File: config.mk
export PLATFORM = sky130hd
export DESIGN_NAME = bias_activation
export DESIGN_NICKNAME = d
export VERILOG_FILES = /design/src/rtl/bias_activation.sv
export SDC_FILE = /design/constraint.sdc
export NUM_CORES = 2
export LEC_CHECK = 0
export ABC_CLOCK_PERIOD_IN_PS = 33100
export CAP_MARGIN = 40
export CORE_AREA = 2 2 447 449
export CTS_CLUSTER_SIZE = 10
export DETAILED_ROUTE_END_ITERATION = 10
export DIE_AREA = 0 0 449 451
export GPL_TIMING_DRIVEN = 0
export PLACE_DENSITY_LB_ADDON = 0.1
export SETUP_SLACK_MARGIN = 0.02
export SYNTH_ARGS = -nofsm -noshare
export SYNTH_HDL_FRONTEND = slang
export SYNTH_SLANG_ARGS = --single-unit
File: constraint.sdc
create_clock -name clk -period 33.1 [get_ports clk]
set_clock_uncertainty 0.2 [all_clocks]
set_input_delay 8.275 -clock clk [delete_from_list [all_inputs] [get_ports clk]]
set_output_delay 8.275 -clock clk [all_outputs]
set_load 0.05 [all_outputs]
File: src/rtl/bias_activation.sv
// Element-serial bias add with signed saturation and selectable activation, fed by the matrix multiplier.
// One element per clock after a start accept; done follows ROWS*COLS cycles later; start ignored while busy.
module bias_activation #(
    parameter int                 ROWS        = 4,
    parameter int                 COLS        = 4,
    parameter int                 LEAKY_SHIFT = 3,
    parameter logic signed [31:0] CLAMP_MAX   = 32'sh0006_0000
) (
    input  logic               clk,
    input  logic               rst,
    input  logic               start,
    input  logic [1:0]         act_sel,
    input  logic signed [31:0] matrix_in [ROWS][COLS],
    input  logic signed [31:0] bias      [ROWS],
    output logic signed [31:0] result    [ROWS][COLS],
    output logic               busy,
    output logic               done,
    output logic               sat
);

    localparam int RW = (ROWS > 1) ? $clog2(ROWS) : 1;
    localparam int CW = (COLS > 1) ? $clog2(COLS) : 1;
    localparam logic [RW-1:0] ROW_LAST = RW'(ROWS - 1);
    localparam logic [CW-1:0] COL_LAST = CW'(COLS - 1);

    localparam logic [1:0] S_IDLE = 2'd0;
    localparam logic [1:0] S_RUN  = 2'd1;
    localparam logic [1:0] S_DONE = 2'd2;

    logic [1:0]         state_q, state_d;
    logic [RW-1:0]      row_q, row_d;
    logic [CW-1:0]      col_q, col_d;
    logic               sat_q, sat_d;
    logic [1:0]         act_q;
    logic signed [31:0] mat_q    [ROWS][COLS];
    logic signed [31:0] bias_q   [ROWS];
    logic signed [31:0] result_q [ROWS][COLS];

    logic               accept, wr;
    logic signed [31:0] x, b, y, act_v;
    logic [32:0]        s;
    logic               ovf;

    // Overflow shows up as disagreement between the two top bits of the 33-bit sum.
    always_comb begin
        x   = mat_q[row_q][col_q];
        b   = bias_q[row_q];
        s   = {x[31], x} + {b[31], b};
        ovf = s[32] ^ s[31];
        if (ovf) y = s[32] ? 32'sh8000_0000 : 32'sh7FFF_FFFF;
        else     y = s[31:0];
        act_v = y;
        case (act_q)
            2'd0: act_v = y;
            2'd1: act_v = y[31] ? 32'sd0 : y;
            2'd2: act_v = y[31] ? (y >>> LEAKY_SHIFT) : y;
            2'd3: act_v = y[31] ? 32'sd0 : ((y > CLAMP_MAX) ? CLAMP_MAX : y);
            default: act_v = y;
        endcase
    end

    always_comb begin
        state_d = state_q;
        row_d   = row_q;
        col_d   = col_q;
        sat_d   = sat_q;
        accept  = 1'b0;
        wr      = 1'b0;
        case (state_q)
            S_IDLE, S_DONE: begin
                if (start) begin
                    accept  = 1'b1;
                    state_d = S_RUN;
                    row_d   = '0;
                    col_d   = '0;
                    sat_d   = 1'b0;
                end
            end
            S_RUN: begin
                wr = 1'b1;
                if (ovf) sat_d = 1'b1;
                if (col_q == COL_LAST) begin
                    col_d = '0;
                    if (row_q == ROW_LAST) state_d = S_DONE;
                    else                   row_d   = row_q + RW'(1);
                end else begin
                    col_d = col_q + CW'(1);
                end
            end
            default: state_d = S_IDLE;
        endcase
    end

    always_ff @(posedge clk) begin
        if (rst) begin
            state_q <= S_IDLE;
            row_q   <= '0;
            col_q   <= '0;
            sat_q   <= 1'b0;
            act_q   <= 2'd0;
            for (int r = 0; r < ROWS; r++) begin
                bias_q[r] <= '0;
                for (int c = 0; c < COLS; c++) begin
                    mat_q[r][c]    <= '0;
                    result_q[r][c] <= '0;
                end
            end
        end else begin
            state_q <= state_d;
            row_q   <= row_d;
            col_q   <= col_d;
            sat_q   <= sat_d;
            if (accept) begin
                act_q <= act_sel;
                for (int r = 0; r < ROWS; r++) begin
                    bias_q[r] <= bias[r];
                    for (int c = 0; c < COLS; c++) begin
                        mat_q[r][c]    <= matrix_in[r][c];
                        result_q[r][c] <= '0;
                    end
                end
            end else if (wr) begin
                result_q[row_q][col_q] <= act_v;
            end
        end
    end

    assign result = result_q;
    assign busy   = (state_q == S_RUN);
    assign done   = (state_q == S_DONE);
    assign sat    = sat_q;

endmodule
# == Word-level counts from Yosys, hierarchy flattened ==
# Memories as Yosys holds them, arrays and structs flattened. A register that Yosys moved wholly into a read port is not among the register bits.
# Cells that the tools add are included.
# classes
eq_ne,12
reduce_logical,11
order_cmp,5
mux,60
n_addsub,3
bitwise_logic,23
# ops
op,count
two-way mux 32 bit,26
bitwise mux 512 bit,1
demux 128 bit (select 2 bit),1
two-way mux 128 bit,1
case mux 32 bit (4 select lines),1
two-way mux 31 bit,3
binary-select mux 32 bit (select 2 bit),1
demux 32 bit (select 2 bit),1
adder 32 x 32 -> 33 bit,1
greater-than comparator 32 x 20 -> 1 bit (second input constant),1
two-way mux 2 bit,11
bitwise OR 1 bit,20
case mux 2 bit (2 select lines),3
== test 2 bit (second input constant),5
two-way mux 1 bit,10
greater-or-equal comparator 3 bit (second input constant),2
less-than comparator 3 x 1 -> 1 bit (second input constant),2
!= test 2 x 1 -> 1 bit (second input constant),3
inverter 2 -> 3 bit,2
AND reduction 3 bit,2
adder 2 x 1 -> 2 bit (second input constant),2
== test 2 x 1 -> 1 bit (second input constant),2
logical NOT 2 bit,2
!= test 2 bit (second input constant),2
7 further kinds,9
# totals
output_inout_bits,515
elab_cells,137
memories,2
mem_bits_rw,640
register_bits,521
# mem_list
memory,words,word_bits,read_ports,rd_clocked_by_memory_dff,write_ports,line,rtl
mat_q,4,128,1,1,4,35,logic signed [31:0] mat_q [ROWS][COLS];
bias_q,4,32,1,1,4,36,logic signed [31:0] bias_q [ROWS];

# == Longest topological paths before layout ==
# depth
word_depth,12
ltp_mapped,29

# == Worst setup path before layout ==
# OpenSTA, ideal clock, no wires.
# synth_path
path_type,input to register
start,input port start
end,memory bias_q[0][0] (enable)
setup_ns,1.255
stages,5
arrival_ns,26.426
setup_slack_ns,5.220
path_cell_list,nor2b_1 nor2_1 inv_1 clkbuf_1 clkbuf_1
# synth_rtl
element,line,rtl
from (decl),11,"input logic start,"
to (decl),36,

# == Final worst setup path ==
# layout_path
start,register state_q[0]
end,output port busy
# layout_via
elab_chain_cells,1
# layout_rtl
element,line,rtl
from (decl),30,"logic [1:0] state_q, state_d;"
from (signal assigned),109,state_q <= state_d;
== test 2 x 1 -> 1 bit,129,assign busy = (state_q == S_RUN);
to (decl),16,"output logic busy,"
# Every way passes these cells.

==> impl_metrics.ini <==
[outcome]
status = finished, final reports clean

[floorplanning]
dieArea_um2 = 202000
coreArea_um2 = 198000
num_io_pins = 1160
die_x_um = 449
std_cell_rows = 164
initial_core_util_pct = 24.7
fp.dieH_um = 451

[critical_path]
reg2reg_slack_ns = 22.69
crit_family = buffers and inverters
cp_max_fo = 10
critPathRequiredTime_ns = 24.62
critical_path_depth = 4
worstSetupStartpointType = flop
critPathCapture = busy
r2r.worst_path.cells = 28
r2r_end = result[156]
cp.arrival_ns = 3.32
cp-end-kind = output port
critPathLaunch = state_q[0]
slowest_stage = clkdlybuf4s50_1
path_cells = nor2b_1, clkbuf_1, clkbuf_1, clkdlybuf4s50_1
critPathMostFrequentCell = clkbuf_1
crit_type = flop to output port
cp.buffers_inverters = 3
cpPeakStageDelay_ns = 1.04

[final_layout]
final_nets = 6166
stdcell_area_um2 = 69700
final_cells = 8252
drive_gt1_share_pct = 10.4
area_growth_pct = 42.4
fillers = 20000
final_util_pct = 35.2
multi_input_area_um2 = 17800
regArea_um2 = 29700

[placed_design]
place_congestion = 0.891
place_area_um2 = 65300
hpwl_mm = 211
port_buffers = 1158
placedCellCount = 7987

[synthesis]
async_reset_ff_share_pct = 0
synth_xor_area_share_pct = 0.394
synth.area.mux_share_pct = 8.94
synth.net_count = 4759
synthSimpleGateAreaFrac_pct = 14.0
synth_top_area_share_pct = 39.3
syn-instance-count = 4072
synth_adder_area_share_pct = 1.11
ys_seq_area_share_pct = 60.7
synth-seq-cells = 1163
synth_compound_area_share_pct = 11.9
yosys.area.top_type = edfxtp_1
synthFlopType = edfxtp_1
synth.avg_cell_area_um2 = 12.0
yosysMostFrequentCell = and2_1
ys_top_cells_by_area = edfxtp_1, dfxtp_1, mux4_2, and2_1, o21ai_0
synth_cell_types = 89
synthTopCellsByCount = and2_1, edfxtp_1, dfxtp_1
netlist_area_um2 = 48900
yosys_warnings = 0
synth_top_family_by_area = simple AND/OR/NAND/NOR gates
synth-edff-count = 640

[power]
leakagePower_nw = 24.5
vdd_drop_max_v = 0.0000537
pwr_density_cell_nw_per_um2 = 55.8

[flow_run]
max_cap_violations = 0

[route]
drtPass1Iterations = 6
drc = 0
vias = 39300
via_per_inst = 4.77
wirelength_mm = 257
drt-initial-drc-count = 2950
detail-route-antenna-nets = 0
wl_per_cell_um = 31.1

[timing]
max_freq_ghz = 0.0848
period_minus_slack_ns = 11.80
rsz0062_at_grt = false
relSlewSlack_pct = 30.5
setup_viol = 0
finalCritPeriodShare_pct = 35.6
hold_violations = 0
worstMarginPinSlew_ns = 1.04
drv_slew = 0

[global_route]
grt_start_max_net_pins = 61
grt_first_pass_wirelength_mm = 345
antenna_found_initial = 124
grt_pass1_vias = 39700
gr-total-overflow = 0
track_usage_pct = 24.8

[clock_network]
cts_tree = done
path_clk_slew_ns = 0.06
numClockSinks = 1163
cts_hold_buf = 0
cts_root_buffer = clkbuf_16
clk_latency_ns = 0.80
cts_htree_levels = 4
clock_path_buffers = 3
cts_buffers = 145
post_cts_resize_count = 0
post_cts_buffers = 0

[worst_hold_path]
hold_class = flop to flop
-- state kept, by name (all words and copies together) (netlist names), named ones only --
| signal | cells |
|---|---|
| mat_q | 512 |
| result | 512 |
| bias_q | 128 |
| act_q | 2 |
| col_q | 2 |
| row_q | 2 |
| state_q | 2 |
| sat | 1 |
-- power by group --
part           leakage [nW]  internal, mW  switching [mW]
Combinational          11.3         0.249           0.534
Clock                  2.06         0.841           0.646
Sequential             11.1          1.60          0.0201
Total                  24.5          2.69            1.20
-- worst min-delay path: stages, from the launching register on --
cell     delay, ns
dfxtp_1       0.30
nand2_1       0.05
a21oi_1       0.05
-- cells in the final DEF (no fill, tap or decap), drive strengths merged, types with 4 or more instances in the layout --
master and n:
a211oi 114, a21boi 4, a21oi 393, a22oi 6
a31oi 10, and2 658, and3 21, buf 167
clkbuf 478, clkdlybuf4s50 1158, clkinv 24, dfxtp 523
diode 39, edfxtp 640, ha 41, inv 27
mux4 192, nand2 280, nand2b 7, nand3 59
nand4 13, nor2 130, nor2b 7, nor3 91
o211ai 5, o21a 13, o21ai 400, o221ai 4
o22a 5, o41ai 4, or2 5, xnor2 12
xor2 10
-- per-layer routing --
metal | share of wire (%) | up-vias | wire length (µm) | global-route usage (%)
li1 | - | 17700 | - | -
met1 | 37 | 19700 | 95800 | 27.2
met2 | 53 | 1466 | 136000 | 46.2
met3 | 5.7 | 436 | 14500 | 5.63
met4 | 4.0 | 56 | 10100 | 9.08
met5 | 0.14 | - | 371 | 0
-- layout make-up --
type / count / area share (%)
inverters: 20 / 0.108
clock inverters: 34 / 0.447
plain buffers: 352 / 2.03
repair buffers: 1260 / 18.8
flip-flops and latches: 1163 / 42.6
well taps: 2656 / 4.77
clock buffers: 191 / 5.62
diodes: 39 / 0.140
multi-input cells: 2537 / 25.5
-- worst min path at each step --
stage / start / end / slack, ns / cells past startpoint
after CTS: result[144] / result[144] / 0.25 / 2
after global placement: result[143] / result[143] / 0.24 / 2
after floorplan: row_q[1] / flop / 0.28 / 2
final: result[382] / result[382] / 0.25 / 2
after global routing: result[16] / result[16] / 0.27 / 2
after detailed placement: result[144] / result[144] / 0.25 / 2
-- cells by family after synthesis --
family,count (synthesis)
flip-flops,1163
adder cells (fa/ha/maj),43
AND/OR/NAND/NOR,1282
XOR/XNOR,22
AO/OA/AOI/OAI,993
buffers and inverters,372
multiplexers,197
-- per-stage QoR --
| step | hold slack [ns] | power, mW | setup TNS (ns) | setup slack (ns) |
|---|---|---|---|---|
| after floorplan | 0.279 | 2.03 | 0 | 5.22 |
| after global placement | 0.244 | 2.45 | -3779.18 | -5.89 |
| after detailed placement | 0.247 | 2.43 | 0 | 20.77 |
| after CTS | 0.254 | 3.93 | 0 | 21.30 |
| after global routing | 0.272 | 4.02 | 0 | 21.17 |
| final | 0.253 | 3.89 | 0 | 21.30 |
(Power assumes the default switching activity.)
